[src/rtl/weapons_pkg.sv]
// Shared definitions for the weapons bank: per-channel state encoding and
// the ship mode value that enables firing.
package weapons_pkg;

    typedef enum logic [1:0] {
        ST_READY    = 2'd0,
        ST_COOLDOWN = 2'd1,
        ST_RELOAD   = 2'd2
    } ch_state_e;

    localparam logic [3:0] ATTACK_MODE = 4'b0010;

endpackage

[src/rtl/weapon_channel.sv]
// One independent weapon channel: fire/cooldown/reload state machine, ammo
// accounting and its own configuration registers.
module weapon_channel
    import weapons_pkg::*;
#(
    parameter int AW         = 9,
    parameter int CW         = 4,
    parameter int RELOAD_CYC = 8
) (
    input  logic          clk_i,
    input  logic          rst_ni,
    input  logic [3:0]    mode_i,
    input  logic          fire_i,
    input  logic          reload_i,
    input  logic [AW-1:0] reload_amt_i,
    input  logic          cfg_we_i,
    input  logic [AW-1:0] cfg_max_i,
    input  logic [AW-1:0] cfg_rate_i,
    input  logic [CW-1:0] cfg_cool_i,
    output logic          shot_o,
    output logic          error_o,
    output logic [AW-1:0] ammo_o,
    output logic          busy_o,
    output logic          empty_o
);

    localparam int RW   = $clog2(RELOAD_CYC + 1);
    localparam int CNTW = (RW > CW) ? RW : CW;

    ch_state_e       state_q, state_d;
    logic [CNTW-1:0] cnt_q, cnt_d;
    logic [AW-1:0]   ammo_q, ammo_d, ammo_nx;
    logic [AW-1:0]   max_q, max_d;
    logic [AW-1:0]   rate_q, rate_d;
    logic [CW-1:0]   cool_q, cool_d;
    logic            shot_q, shot_d;
    logic            error_q, error_d;

    logic            can_fire;
    logic [AW:0]     sum;
    logic [AW-1:0]   refill;

    // Refill is summed one bit wider so a large reload saturates at capacity.
    assign sum    = {1'b0, ammo_q} + {1'b0, reload_amt_i};
    assign refill = (sum > {1'b0, max_q}) ? max_q : sum[AW-1:0];

    assign can_fire = (mode_i == ATTACK_MODE) && (rate_q != '0) && (ammo_q >= rate_q);

    always_comb begin
        state_d = state_q;
        cnt_d   = cnt_q;
        ammo_nx = ammo_q;
        shot_d  = 1'b0;
        error_d = 1'b0;
        unique case (state_q)
            ST_READY: begin
                if (reload_i) begin
                    state_d = ST_RELOAD;
                    cnt_d   = CNTW'(RELOAD_CYC);
                    error_d = fire_i;
                end else if (fire_i) begin
                    if (can_fire) begin
                        shot_d  = 1'b1;
                        ammo_nx = ammo_q - rate_q;
                        if (cool_q != '0) begin
                            state_d = ST_COOLDOWN;
                            cnt_d   = CNTW'(cool_q);
                        end
                    end else begin
                        error_d = 1'b1;
                    end
                end
            end
            ST_COOLDOWN: begin
                // A held trigger during cooldown is not an error.
                if (reload_i) begin
                    state_d = ST_RELOAD;
                    cnt_d   = CNTW'(RELOAD_CYC);
                end else if (cnt_q <= CNTW'(1)) begin
                    state_d = ST_READY;
                    cnt_d   = '0;
                end else begin
                    cnt_d = cnt_q - 1'b1;
                end
            end
            ST_RELOAD: begin
                error_d = fire_i;
                if (cnt_q <= CNTW'(1)) begin
                    state_d = ST_READY;
                    cnt_d   = '0;
                    ammo_nx = refill;
                end else begin
                    cnt_d = cnt_q - 1'b1;
                end
            end
            default: begin
                state_d = ST_READY;
                cnt_d   = '0;
            end
        endcase
        // Capacity lowered by a config write takes effect one cycle later.
        ammo_d = (ammo_nx > max_q) ? max_q : ammo_nx;
    end

    assign max_d  = cfg_we_i ? cfg_max_i  : max_q;
    assign rate_d = cfg_we_i ? cfg_rate_i : rate_q;
    assign cool_d = cfg_we_i ? cfg_cool_i : cool_q;

    always_ff @(posedge clk_i or negedge rst_ni) begin
        if (!rst_ni) begin
            state_q <= ST_READY;
            cnt_q   <= '0;
            ammo_q  <= '0;
            max_q   <= '1;
            rate_q  <= AW'(1);
            cool_q  <= '0;
            shot_q  <= 1'b0;
            error_q <= 1'b0;
        end else begin
            state_q <= state_d;
            cnt_q   <= cnt_d;
            ammo_q  <= ammo_d;
            max_q   <= max_d;
            rate_q  <= rate_d;
            cool_q  <= cool_d;
            shot_q  <= shot_d;
            error_q <= error_d;
        end
    end

    assign shot_o  = shot_q;
    assign error_o = error_q;
    assign ammo_o  = ammo_q;
    assign busy_o  = (state_q == ST_COOLDOWN) || (state_q == ST_RELOAD);
    assign empty_o = (ammo_q < rate_q);

endmodule

[src/rtl/weapons_bank.sv]
// Bank of NCH weapon channels: decodes the shared config port to a channel
// and packs per-channel status onto flat output buses.
module weapons_bank
    import weapons_pkg::*;
#(
    parameter int  NCH        = 4,
    parameter int  AW         = 9,
    parameter int  CW         = 4,
    parameter int  RELOAD_CYC = 8,
    localparam int CHW        = (NCH > 1) ? $clog2(NCH) : 1
) (
    input  logic              clk_i,
    input  logic              rst_ni,
    input  logic [3:0]        mode_selector_i,
    input  logic [NCH-1:0]    fire_i,
    input  logic [NCH-1:0]    reload_i,
    input  logic [AW-1:0]     reload_amt_i,
    input  logic              cfg_we_i,
    input  logic [CHW-1:0]    cfg_ch_i,
    input  logic [AW-1:0]     cfg_max_i,
    input  logic [AW-1:0]     cfg_rate_i,
    input  logic [CW-1:0]     cfg_cool_i,
    output logic [NCH-1:0]    shot_o,
    output logic [NCH-1:0]    error_o,
    output logic [NCH*AW-1:0] ammo_out_o,
    output logic [NCH-1:0]    busy_o,
    output logic [NCH-1:0]    empty_o
);

    genvar gi;
    generate
        for (gi = 0; gi < NCH; gi++) begin : g_ch
            logic cfg_hit;
            // Channel indices beyond NCH never match, so those writes drop.
            assign cfg_hit = cfg_we_i && (cfg_ch_i == CHW'(gi));

            weapon_channel #(
                .AW         (AW),
                .CW         (CW),
                .RELOAD_CYC (RELOAD_CYC)
            ) u_ch (
                .clk_i        (clk_i),
                .rst_ni       (rst_ni),
                .mode_i       (mode_selector_i),
                .fire_i       (fire_i[gi]),
                .reload_i     (reload_i[gi]),
                .reload_amt_i (reload_amt_i),
                .cfg_we_i     (cfg_hit),
                .cfg_max_i    (cfg_max_i),
                .cfg_rate_i   (cfg_rate_i),
                .cfg_cool_i   (cfg_cool_i),
                .shot_o       (shot_o[gi]),
                .error_o      (error_o[gi]),
                .ammo_o       (ammo_out_o[gi*AW +: AW]),
                .busy_o       (busy_o[gi]),
                .empty_o      (empty_o[gi])
            );
        end
    endgenerate

endmodule

[config.mk]
export PLATFORM = sky130hd
export DESIGN_NAME = weapons_bank
export DESIGN_NICKNAME = d
export VERILOG_FILES = /design/src/rtl/weapons_pkg.sv /design/src/rtl/weapon_channel.sv /design/src/rtl/weapons_bank.sv
export SDC_FILE = /design/constraint.sdc
export NUM_CORES = 1
export LEC_CHECK = 0
export BUFFER_PORTS_ARGS = -buffer_cell sky130_fd_sc_hd__buf_4
export CAP_MARGIN = 20
export CORE_MARGIN = 10
export CORE_UTILIZATION = 38
export DETAILED_ROUTE_END_ITERATION = 6
export GPL_TIMING_DRIVEN = 0
export MAX_ROUTING_LAYER = met4
export PLACE_DENSITY_LB_ADDON = 0.05
export SYNTH_ARGS = -nofsm -noshare
export SYNTH_HDL_FRONTEND = slang
export SYNTH_SLANG_ARGS = --single-unit
[constraint.sdc]
create_clock -name clk_i -period 8.8 [get_ports clk_i]
set_clock_uncertainty 0.15 [all_clocks]
set_input_delay 1.76 -clock clk_i [delete_from_list [all_inputs] [get_ports clk_i]]
set_output_delay 1.76 -clock clk_i [all_outputs]
set_load 0.02 [all_outputs]
==> metrics.cfg <==
[routing]
met3_length_mm=1.59
met2_length_mm=20.1
drt-pass1-iter-count=7
m1WireLength_mm=21.8
ant_nets=0
drc_errors=0
num_vias=12100
routed_wl_mm=44.0
via_per_inst=5.65
dr.max_layer_used=met4
drtIter0Drc=969
post_drt_wl_per_cell_microns=20.6

[grt]
grt_overflow_total=0
grt_pass1_vias=11700
antenna_found_initial=1
grt_pass1_wl_mm=69.0
grt_max_degree=104
grt_util_all_layers=0.205

[synthesis]
ys_warn_count=0
synth_edf_count=0
synthDistinctLibCells=82
ys_ff_latch=156
synthArstFlopShare=1.00
ys.flop_type=dfrtp_1
syn_area_per_cell_sq_um=8.82
yosysSeqAreaShare=0.289
synth_nets=1773
synthCells=1549
netlist_area_sq_mm=0.0137

[critical_path]
crit_type=in2reg
start_kind=primary input
cp_max_fo=10
cp-end-kind=register
arrival_ps=7690
required_ps=9000

[clock_network]
clock-root-buffer=clkbuf_16
post_cts_resized=0
cts_tree=yes
h-tree-depth=4
cts.path.max_buffers=2
cts_buffers=17
hold_buffers=0
post-cts-setup-buffers=0
clock_latency_ps=450
cts_sinks=156
path_clk_slew_ps=80

[place]
placed_area_sq_mm=0.0150
place_congestion=0.916
numPortBuffers=99
place_hpwl_mm=34.9

[sta]
slew_viol_final=0
tns_ps=0
worst_slew_pin_slew_ps=953
rsz0062_at_grt=false
finalCritPeriodShare=0.851
period_minus_slack_ps=7490
setup_violations=0
hold_violations=0
whs_ps=370
relSlewSlack=0.360
fmax_mhz=134

[min_path]
hold_path.class=reg2reg

[pwr]
swShare=0.500
p_sw_mw=3.45
p_per_area_mw_per_mm2=441
intPower_mw=3.45
ir_drop_mv=0.206
leakagePower_nw=7.06
p_clk_frac=0.117
pwr-share-seq=0.189
power_frac_comb=0.694

[final_layout]
nets=1892
final_area_sq_mm=0.0156
synthToLayoutAreaGrowth_pct=14.4
drive_above_1_share=0.190
mostFrequentLayoutCells=ha_1 (168), inv_1 (137), o21ai_0 (121)
final_common_cell=ha_1
diodes=0

[die]
ios=100
start_util=0.384
die-area_sq_mm=0.0440
coreArea_sq_mm=0.0356
die_x_microns=210
dieHeight_microns=210
rows=69

[run]
max_cap_viol_count=0

[status]
status=completed

cells by family after synthesis:
logic type,Yosys count,synth area share
AND/OR/NAND/NOR,409,0.146
XOR/XNOR,33,0.0211
AO/OA/AOI/OAI,487,0.239
buffers and inverters,186,0.0559
flip-flops,156,0.289
multiplexers,102,0.0831
adder cells (fa/ha/maj),176,0.166
routing by layer:
metal,track usage,vias to the layer above
met2,0.311,228
met5,-,-
met1,0.284,5872
li1,-,5967
met3,0.0293,30
met4,0.0407,0
worst max-delay path, cell delays in order:
cell and delay (ps):
buf_4 160, inv_1 340, fa_1 310, nor2b_1 80
o31a_1 280, o31ai_1 280, a21oi_1 120, xor2_1 190
ha_1 210, a2111oi_0 560, o221ai_1 270, a31oi_1 600
nand4_1 160, o311ai_0 190, nand3_1 140, ha_1 330
nand4_1 110, nor2_1 130, nand4_1 190, o21ai_0 160
o31a_1 360, clkbuf_1 430, nor2_1 110, a41oi_1 230
cells in the mapped netlist (all sizes together) (7+ instances only):
library cell	n	area (sq um)
ha	168	2100
inv	137	514
o21ai	125	626
dfrtp	116	2900
nand2	108	405
nor2	102	390
a21oi	95	487
mux2	89	1010
nand3	51	255
a21o	40	300
dfstp	40	1050
o21a	32	240
nor3	29	145
xnor2	26	228
buf	25	160
clkbuf	24	90.1
nor2b	23	144
a211oi	22	170
a31oi	20	125
nand4	16	100
o211ai	16	120
o31ai	16	120
mux2i	13	130
or3	13	82.6
nor4	12	75.1
a31o	10	87.6
nand2b	10	62.6
o31a	10	87.6
a41oi	9	78.8
and2	8	50.1
fa	8	160
a21boi	7	52.6
nand3b	7	52.6
o21bai	7	52.6
or2	7	43.8
xor2	7	61.3
power groups by stage:
stage / combinational [mW] / sequential, mW / clock (mW)
finish: 4.79 / 1.31 / 0.805
global route: 5.40 / 1.35 / 0.857
CTS: 4.77 / 1.31 / 0.823
detailed placement: 4.74 / 1.32 / 0
global placement: 4.71 / 1.32 / 0
floorplan: 3.48 / 1.27 / 0
final timing paths:
path                                                        start                            endpoint  slack [ps]  depth (start not counted)
worst max-delay path                              reload_amt_i[1]    g_ch[3].u_ch.ammo_o[5]$_DFF_PN0_        1310                         24
worst min-delay path            g_ch[1].u_ch.cnt_q[1]$_DFFE_PN0P_   g_ch[1].u_ch.cnt_q[1]$_DFFE_PN0P_         370                          2
worst max register to register   g_ch[3].u_ch.ammo_o[1]$_DFF_PN0_    g_ch[3].u_ch.ammo_o[5]$_DFF_PN0_        2290                         22
worst min register to register  g_ch[1].u_ch.cnt_q[1]$_DFFE_PN0P_   g_ch[1].u_ch.cnt_q[1]$_DFFE_PN0P_         370                          2
max in group asynchronous                                  rst_ni  g_ch[1].u_ch.rate_q[0]$_DFFE_PN1P_        6530                          2
min in group asynchronous                                  rst_ni    g_ch[1].u_ch.ammo_o[8]$_DFF_PN0_        1090                          1
registers in the layout, indices dropped and copies added (netlist names):
| name | count |
|---|---|
| g_ch.u_ch.ammo_o | 36 |
| g_ch.u_ch.cnt_q | 16 |
| g_ch.u_ch.cool_q | 16 |
| g_ch.u_ch.error_o | 4 |
| g_ch.u_ch.max_q | 36 |
| g_ch.u_ch.rate_q | 36 |
| g_ch.u_ch.shot_o | 4 |
| g_ch.u_ch.state_q | 8 |
through the flow:
| stage | total power, mW | setup WS (ps) | std cells | utilization |
|---|---|---|---|---|
| floorplan | 4.75 | 2330 | 1549 | - |
| global placement | 6.03 | 1030 | 2109 | 0.421 |
| detailed placement | 6.06 | 989 | 2110 | 0.422 |
| CTS | 6.90 | 1450 | 2142 | 0.440 |
| global route | 7.60 | 672 | 2142 | 0.440 |
| finish | 6.90 | 1310 | 2142 | 0.440 |
area by class of cell:
| cell class | count | area [sq um] |
|---|---|---|
| buffer | 49 | 250 |
| timing repair buffer | 100 | 778 |
| multi-input combinational | 1207 | 8950 |
| inverter | 137 | 514 |
| clock inverter | 15 | 191 |
| tap | 461 | 577 |
| fill | 3614 | 19900 |
| clock buffer | 17 | 425 |
| sequential | 156 | 3950 |
No activity file was read; power rests on OpenSTA's default activity.
